--- config.mk ---
export PLATFORM = sky130hd
export DESIGN_NAME = led_matrix_scan_ctrl
export DESIGN_NICKNAME = d
export VERILOG_FILES = /design/src/rtl/led_matrix_scan_ctrl.sv
export SDC_FILE = /design/constraint.sdc
export NUM_CORES = 1
export LEC_CHECK = 0
export ABC_AREA = 1
export CELL_PAD_IN_SITES_DETAIL_PLACEMENT = 1
export CELL_PAD_IN_SITES_GLOBAL_PLACEMENT = 1
export CORE_MARGIN = 2
export CORE_UTILIZATION = 44
export DETAILED_ROUTE_END_ITERATION = 6
export HOLD_SLACK_MARGIN = 0.15
export MAX_ROUTING_LAYER = met4
export PLACE_DENSITY = 0.86
export SLEW_MARGIN = 20
export SYNTH_ARGS = -nofsm -noshare
export SYNTH_HDL_FRONTEND = slang
export SYNTH_SLANG_ARGS = --single-unit
--- constraint.sdc ---
create_clock -name clk -period 2.43 [get_ports clk]
set_clock_uncertainty 0.2 [all_clocks]
set_input_delay 0.243 -clock clk [delete_from_list [all_inputs] [get_ports clk]]
set_output_delay 0.243 -clock clk [all_outputs]
set_load 0.1 [all_outputs]
--- src/rtl/led_matrix_scan_ctrl.sv ---
// 5-column LED matrix scanner: blank-then-drive column slots, alternating the row source every DWELL_FRAMES frames.
// Column/source changes land on the BLANK entry edge; frame_done is combinational in the last slot cycle; no backpressure.
module led_matrix_scan_ctrl #(
    parameter int CLK_DIV      = 50000,
    parameter int BLANK_CYC    = 2,
    parameter int DWELL_FRAMES = 100
) (
    input  logic       clk,
    input  logic       reset_n,
    input  logic       enable,
    input  logic       hold_req,
    input  logic       hold_src,
    output logic [4:0] cols_n,
    output logic [2:0] col_idx,
    output logic       bin_number_sel,
    output logic       rows_oe,
    output logic       frame_done,
    output logic       src_switched
);

    typedef enum logic [1:0] {
        ST_IDLE  = 2'd0,
        ST_BLANK = 2'd1,
        ST_DRIVE = 2'd2
    } state_t;

    localparam logic [19:0] SLOT_LAST  = 20'(CLK_DIV - 1);
    localparam logic [19:0] BLANK_LAST = 20'(BLANK_CYC - 1);
    localparam logic [7:0]  DWELL_LAST = 8'(DWELL_FRAMES - 1);
    localparam logic [2:0]  COL_LAST   = 3'd4;

    state_t      state_q, state_d;
    logic [19:0] slot_q,  slot_d;
    logic [2:0]  col_q,   col_d;
    logic [7:0]  frm_q,   frm_d;
    logic        src_q,   src_d;
    logic        sw_q,    sw_d;

    logic        slot_end;
    logic        frame_end;

    assign slot_end  = (state_q == ST_DRIVE) && (slot_q == SLOT_LAST);
    assign frame_end = slot_end && (col_q == COL_LAST);

    always_ff @(posedge clk or negedge reset_n) begin
        if (!reset_n) begin
            state_q <= ST_IDLE;
            slot_q  <= 20'd0;
            col_q   <= 3'd0;
            frm_q   <= 8'd0;
            src_q   <= 1'b0;
            sw_q    <= 1'b0;
        end else begin
            state_q <= state_d;
            slot_q  <= slot_d;
            col_q   <= col_d;
            frm_q   <= frm_d;
            src_q   <= src_d;
            sw_q    <= sw_d;
        end
    end

    always_comb begin
        state_d = state_q;
        slot_d  = slot_q;
        col_d   = col_q;
        frm_d   = frm_q;
        src_d   = src_q;
        sw_d    = 1'b0;

        if (!enable) begin
            // Source is deliberately kept so a re-enable resumes on the same data.
            state_d = ST_IDLE;
            slot_d  = 20'd0;
            col_d   = 3'd0;
            frm_d   = 8'd0;
        end else begin
            case (state_q)
                ST_IDLE: begin
                    state_d = ST_BLANK;
                    slot_d  = 20'd0;
                    col_d   = 3'd0;
                end
                ST_BLANK: begin
                    slot_d = slot_q + 20'd1;
                    if (slot_q == BLANK_LAST) begin
                        state_d = ST_DRIVE;
                    end
                end
                ST_DRIVE: begin
                    if (slot_end) begin
                        state_d = ST_BLANK;
                        slot_d  = 20'd0;
                        col_d   = (col_q == COL_LAST) ? 3'd0 : col_q + 3'd1;
                        if (hold_req) begin
                            src_d = hold_src;
                            sw_d  = (hold_src != src_q);
                        end else if (frame_end) begin
                            if (frm_q == DWELL_LAST) begin
                                frm_d = 8'd0;
                                src_d = ~src_q;
                                sw_d  = 1'b1;
                            end else begin
                                frm_d = frm_q + 8'd1;
                            end
                        end
                    end else begin
                        slot_d = slot_q + 20'd1;
                    end
                end
                default: begin
                    state_d = ST_IDLE;
                    slot_d  = 20'd0;
                    col_d   = 3'd0;
                end
            endcase

            // Dwell restarts from zero once hold_req drops.
            if (hold_req) begin
                frm_d = 8'd0;
            end
        end
    end

    assign rows_oe        = (state_q == ST_DRIVE);
    assign cols_n         = rows_oe ? ~(5'b00001 << col_q) : 5'b11111;
    assign col_idx        = col_q;
    assign bin_number_sel = src_q;
    assign frame_done     = enable && frame_end;
    assign src_switched   = sw_q;

endmodule

# [After elaboration in Yosys (flattened, before gate mapping)]
# Cells that the tools add are included.
[word_totals] output_inout_bits=12 reg_bits=35 input_bits=5 elab_cells=62
[classes] shift=1 mux=27 n_eq_ne=13 add_sub_neg=3 n_reduce_logical=10 n_bitwise=2
[op_table] op="$mux 8" count=6
[op_table] op="$mux 20" count=2
[op_table] op="$pmux 20 s2" count=1
[op_table] op="$add 20x1->20 const B" count=1
[op_table] op="$eq 20x1->1 const B" count=1
[op_table] op="$eq 20x16->1 const B" count=1
[op_table] op="$mux 1" count=9
[op_table] op="$mux 3" count=3
[op_table] op="$ne 3x1->1 const B" count=3
[op_table] op="$add 8x1->8 const B" count=1
[op_table] op="$eq 8x7->1 const B" count=1
[op_table] op="$mux 2" count=3
[op_table] op="$pmux 2 s3" count=1
[op_table] op="$pmux 3 s2" count=1
[op_table] op="$mux 5" count=1
[op_table] op="$not 5->5" count=1
[op_table] op="$reduce_and 5->1" count=1
[op_table] op="$shl 1x3->5 const A" count=1
[op_table] op="$reduce_and 2->1" count=2
[op_table] op="$reduce_bool 2->1" count=2
[op_table] op="$add 3x1->3 const B" count=1
[op_table] op="$eq 3x3->1 const B" count=1
[op_table] op="$logic_and 1x1->1" count=3
[op_table] op="$ne 3x2->1 const B" count=1
[op_table] op="other kinds (8)" count=8

# [Longest topological paths before layout]
[logic_depth] ltp_word=8 ltp_mapped=10 ltp_nobuf=10

# [Worst setup path after synthesis]
# Ideal clock, no wire load.
[synth_timing] path_type="flip-flop to output port" start="reg state_q[0]" end="out frame_done" required_ns=1.987 path_slack_ns=-1.307 arrival_time_ns=3.294 stages_incl_launch_ff=8 cell_sequence="dfrtp_1 > inv_1 > ha_1 > buf_2 > inv_1 > nor2_1 > nand4_4 > nor2_1"
[synth_between] elab_chain_len=4
[synth_rtl] item="from (decl)" line_no="32" text="state_t state_q, state_d;"
[synth_rtl] item="from (signal assigned)" line_no="54" text="state_q <= state_d;"
[synth_rtl] item="$eq 2x2->1"
[synth_rtl] item="named net rows_oe" line_no="16" text="output logic rows_oe,"
[synth_rtl] item="$logic_and 1x1->1" line_no="42" text="assign slot_end = (state_q == ST_DRIVE) && (slot_q == SLOT_LAST);"
[synth_rtl] item="$logic_and 1x1->1" line_no="43" text="assign frame_end = slot_end && (col_q == COL_LAST);"
[synth_rtl] item="$logic_and 1x1->1" line_no="129" text="assign frame_done = enable && frame_end;"
[synth_rtl] item="to (decl)" line_no="17" text="output logic frame_done,"
# The timed path passes the listed nets, and every way through them passes these cells.

# [Worst setup path after layout]
[layout_timing] start="reg col_q[0] (netlist: col_idx[0])" end="out frame_done"
[layout_between] elab_chain_len=3
[layout_rtl] item="from (decl)" line_no="34" text="logic [2:0] col_q, col_d;"
[layout_rtl] item="from (signal assigned)" line_no="56" text="col_q <= col_d;"
[layout_rtl] item="$eq 3x3->1" line_no="43"
[layout_rtl] item="$logic_and 1x1->1" line_no="43"
[layout_rtl] item="$logic_and 1x1->1" line_no="129"
# No other way between the ends.

==> impl_metrics.toml <==
[status]
outcome = "completed"

[placement]
finalWeightedCongestion = 0.859
dpl.hpwl_um = 4240
portBuffers = 16

[global_route]
grt_pass1_wl_um = 9890
grt_usage_pct = 21.4
antenna_found_initial = 0
gr-total-overflow = 0
grt_max_degree = 36
grt_pass1_vias = 2054

[worst_hold_path]
hold_depth = 1
hp-class = "reg -> reg"

[layout]
antennaDiodeCount = 0
drive_gt1_share_pct = 18.4
layout.nets = 343
areaGrowthSynthToFinish_pct = 14.8
fin_util_pct = 52.6

[worst_setup_path]
crit_family = "simple AND/OR/NAND/NOR gates"
path_cells = "inv_1 > ha_1 > nand2_1 > nor2_4 > nand4_4 > nor2_4 > buf_12"
crit_cells = 7
rr_worst_depth = 9
slowest_stage = "dfrtp_2"
crit_fanout = 5
crit_required_ps = 1990
critPathMaxStageDelay_ps = 430
end_kind = "primary output"
path_buf_inv = 2
startpoint_type = "flip-flop"
crit_top_cell = "nor2_4"
arrival_ps = 1850
critical_path_class = "reg -> out"

[timing]
slew_viol_final = 0
hold_violations = 0
relSlewSlack_pct = 46.0
finalCritPeriodShare_pct = 94.4
min_period_ps = 2290
final-setup-viol-count = 0
fmax_ghz = 0.436
rsz0062_at_grt = "false"
setup-tns-final_ps = 0
tightestPinTransition_ps = 810

[clock_network]
cts_tree = "built"
cts_buffer_depth = 2
cts_root_buf = "clkbuf_8"
clk_pin_slew_ps = 70
numCtsBuffers = 5
h-tree-depth = 2
clock_sinks = 35
clock_latency_ps = 290

[route]
viasPerCell = 5.14
drtIter0Drc = 107
route.vias.total = 2034
drt-pass1-iter-count = 4
drc = 0
ant_nets = 0
routed_wirelength_um = 5830
wl_per_cell_um = 14.7

[synth]
syn_inst = 304
yosysSeqAreaShare_pct = 37.4
synth_cell_types = 28
synthArstFlopShare_pct = 100
synth_area_leaders = "dfrtp_1, nand2_1, nand3_1"
synthFlopType = "dfrtp_1"
synth_edf_count = 0
yosys_warnings = 0
yosysTopAreaCell = "dfrtp_1"
syn_area_per_cell_um2 = 7.70
ys_ff_latch = 35
syn-cell-area_um2 = 2340
yosysTopAreaCellShare_pct = 37.4
syn_nets = 321

[floorplanning]
coreArea_um2 = 5110
die_w_um = 76.9
io_pins = 17
die_h_um = 76.9
dieArea_um2 = 5920
start_util_pct = 45.8
row_count = 26

[power_and_ir_drop]
peakVddDrop_v = 0.000534
total_power_mw = 1.47
p_per_area_nw_per_um2 = 548
power.leakage_nw = 1.15

[flow_run]
cap_violations = 0
worst register-to-register path, cell delays in order (launching register included):
cell and delay [ps]:
dfrtp_2 430, inv_1 120, ha_1 210, nand2_1 130, nor2_4 170, nand4_4 150, buf_4 180, nand2_2 170
nand3_1 100, o21ai_1 90
cell usage after synthesis (3+ instances only):
cell type,n
nor2_1,43
nor2_2,16
xor2_1,11
nand4_1,9
xnor2_1,4
nand3_1,35
inv_1,33
nand2_1,62
nor3_1,8
nand3b_1,3
ha_1,12
nand2_4,3
dfrtp_1,35
o21ai_0,8
o21ai_1,3
registers in the layout, indices dropped and copies added, names as in the netlist:
signal	count
bin_number_sel	1
col_idx	3
frm_q	8
slot_q	20
src_switched	1
state_q	2
kinds of logic after synthesis:
logic type               count (synthesis)  share of synthesized area, %
XOR/XNOR                                15                          5.61
buffers and inverters                   41                          8.56
flip-flops                              35                          37.4
adder cells (fa/ha/maj)                 12                          6.42
AO/OA/AOI/OAI                           13                          2.94
AND/OR/NAND/NOR                        188                          39.0
per-stage QoR:
stage / worst slack (ps) / area, um2 / hold WS, ps / cells
2_1_floorplan: 26.3 / 2370 / -253 / 304
3_3_place_gp: 431 / 2560 / 170 / 385
3_5_place_dp: 328 / 2560 / 182 / 385
4_1_cts: 28.3 / 2660 / 305 / 393
5_1_grt: 30.3 / 2690 / 339 / 396
6_report: 137 / 2690 / 318 / 396
worst paths after layout:
path                                             start  slack (ps)                endpoint
worst max register to register  col_idx[0]$_DFFE_PN0P_         400    frm_q[4]$_DFFE_PN0P_
worst min-delay path               slot_q[0]$_DFF_PN0_         320     slot_q[0]$_DFF_PN0_
worst min register to register     slot_q[0]$_DFF_PN0_         320     slot_q[0]$_DFF_PN0_
worst max-delay path            col_idx[0]$_DFFE_PN0P_         140              frame_done
max in group asynchronous                      reset_n        1080  col_idx[0]$_DFFE_PN0P_
min in group asynchronous                      reset_n         390    slot_q[17]$_DFF_PN0_
metal layers:
layer | track usage, % | up-vias | part of all wire, %
li1 | - | 1006 | -
met1 | 27.9 | 990 | 46
met2 | 34.5 | 27 | 50
met3 | 3.53 | 11 | 2.3
met4 | 6.18 | 0 | 1.7
met5 | - | - | 0
power by group:
group          internal [mW]  switching, mW
clock network          0.223          0.213
registers              0.606         0.0304
logic                  0.104          0.296
total                  0.932          0.539
area by class of cell:
class | instances | area, um2
Sequential cell | 35 | 880
Clock buffer | 6 | 82.6
Clock inverter | 1 | 5.00
Multi-Input combinational cell | 228 | 1290
Fill cell | 651 | 2420
Timing Repair Buffer | 22 | 210
Tap cell | 70 | 87.6
Inverter | 34 | 128
cells in the final DEF, fill, tap and decap left out, types with 4 or more instances in the layout:
master	instances
inv_1	33
nor2_1	41
nor3_1	8
xnor2_1	4
xor2_1	11
nand3_1	35
dfrtp_1	32
clkbuf_8	6
nor2_2	16
ha_1	10
nor2_4	4
o21ai_0	8
nand4_1	9
buf_4	14
nand2_1	62
timing repair:
action / in CTS / in global routing
buffers inserted: 0 / 3
hold endpoints to repair: 35 / 0
setup endpoints to repair: 0 / 1
gates resized for setup: 0 / 2
hold buffers: 1 / 0
Note: power is estimated with default switching activity, not from simulation.
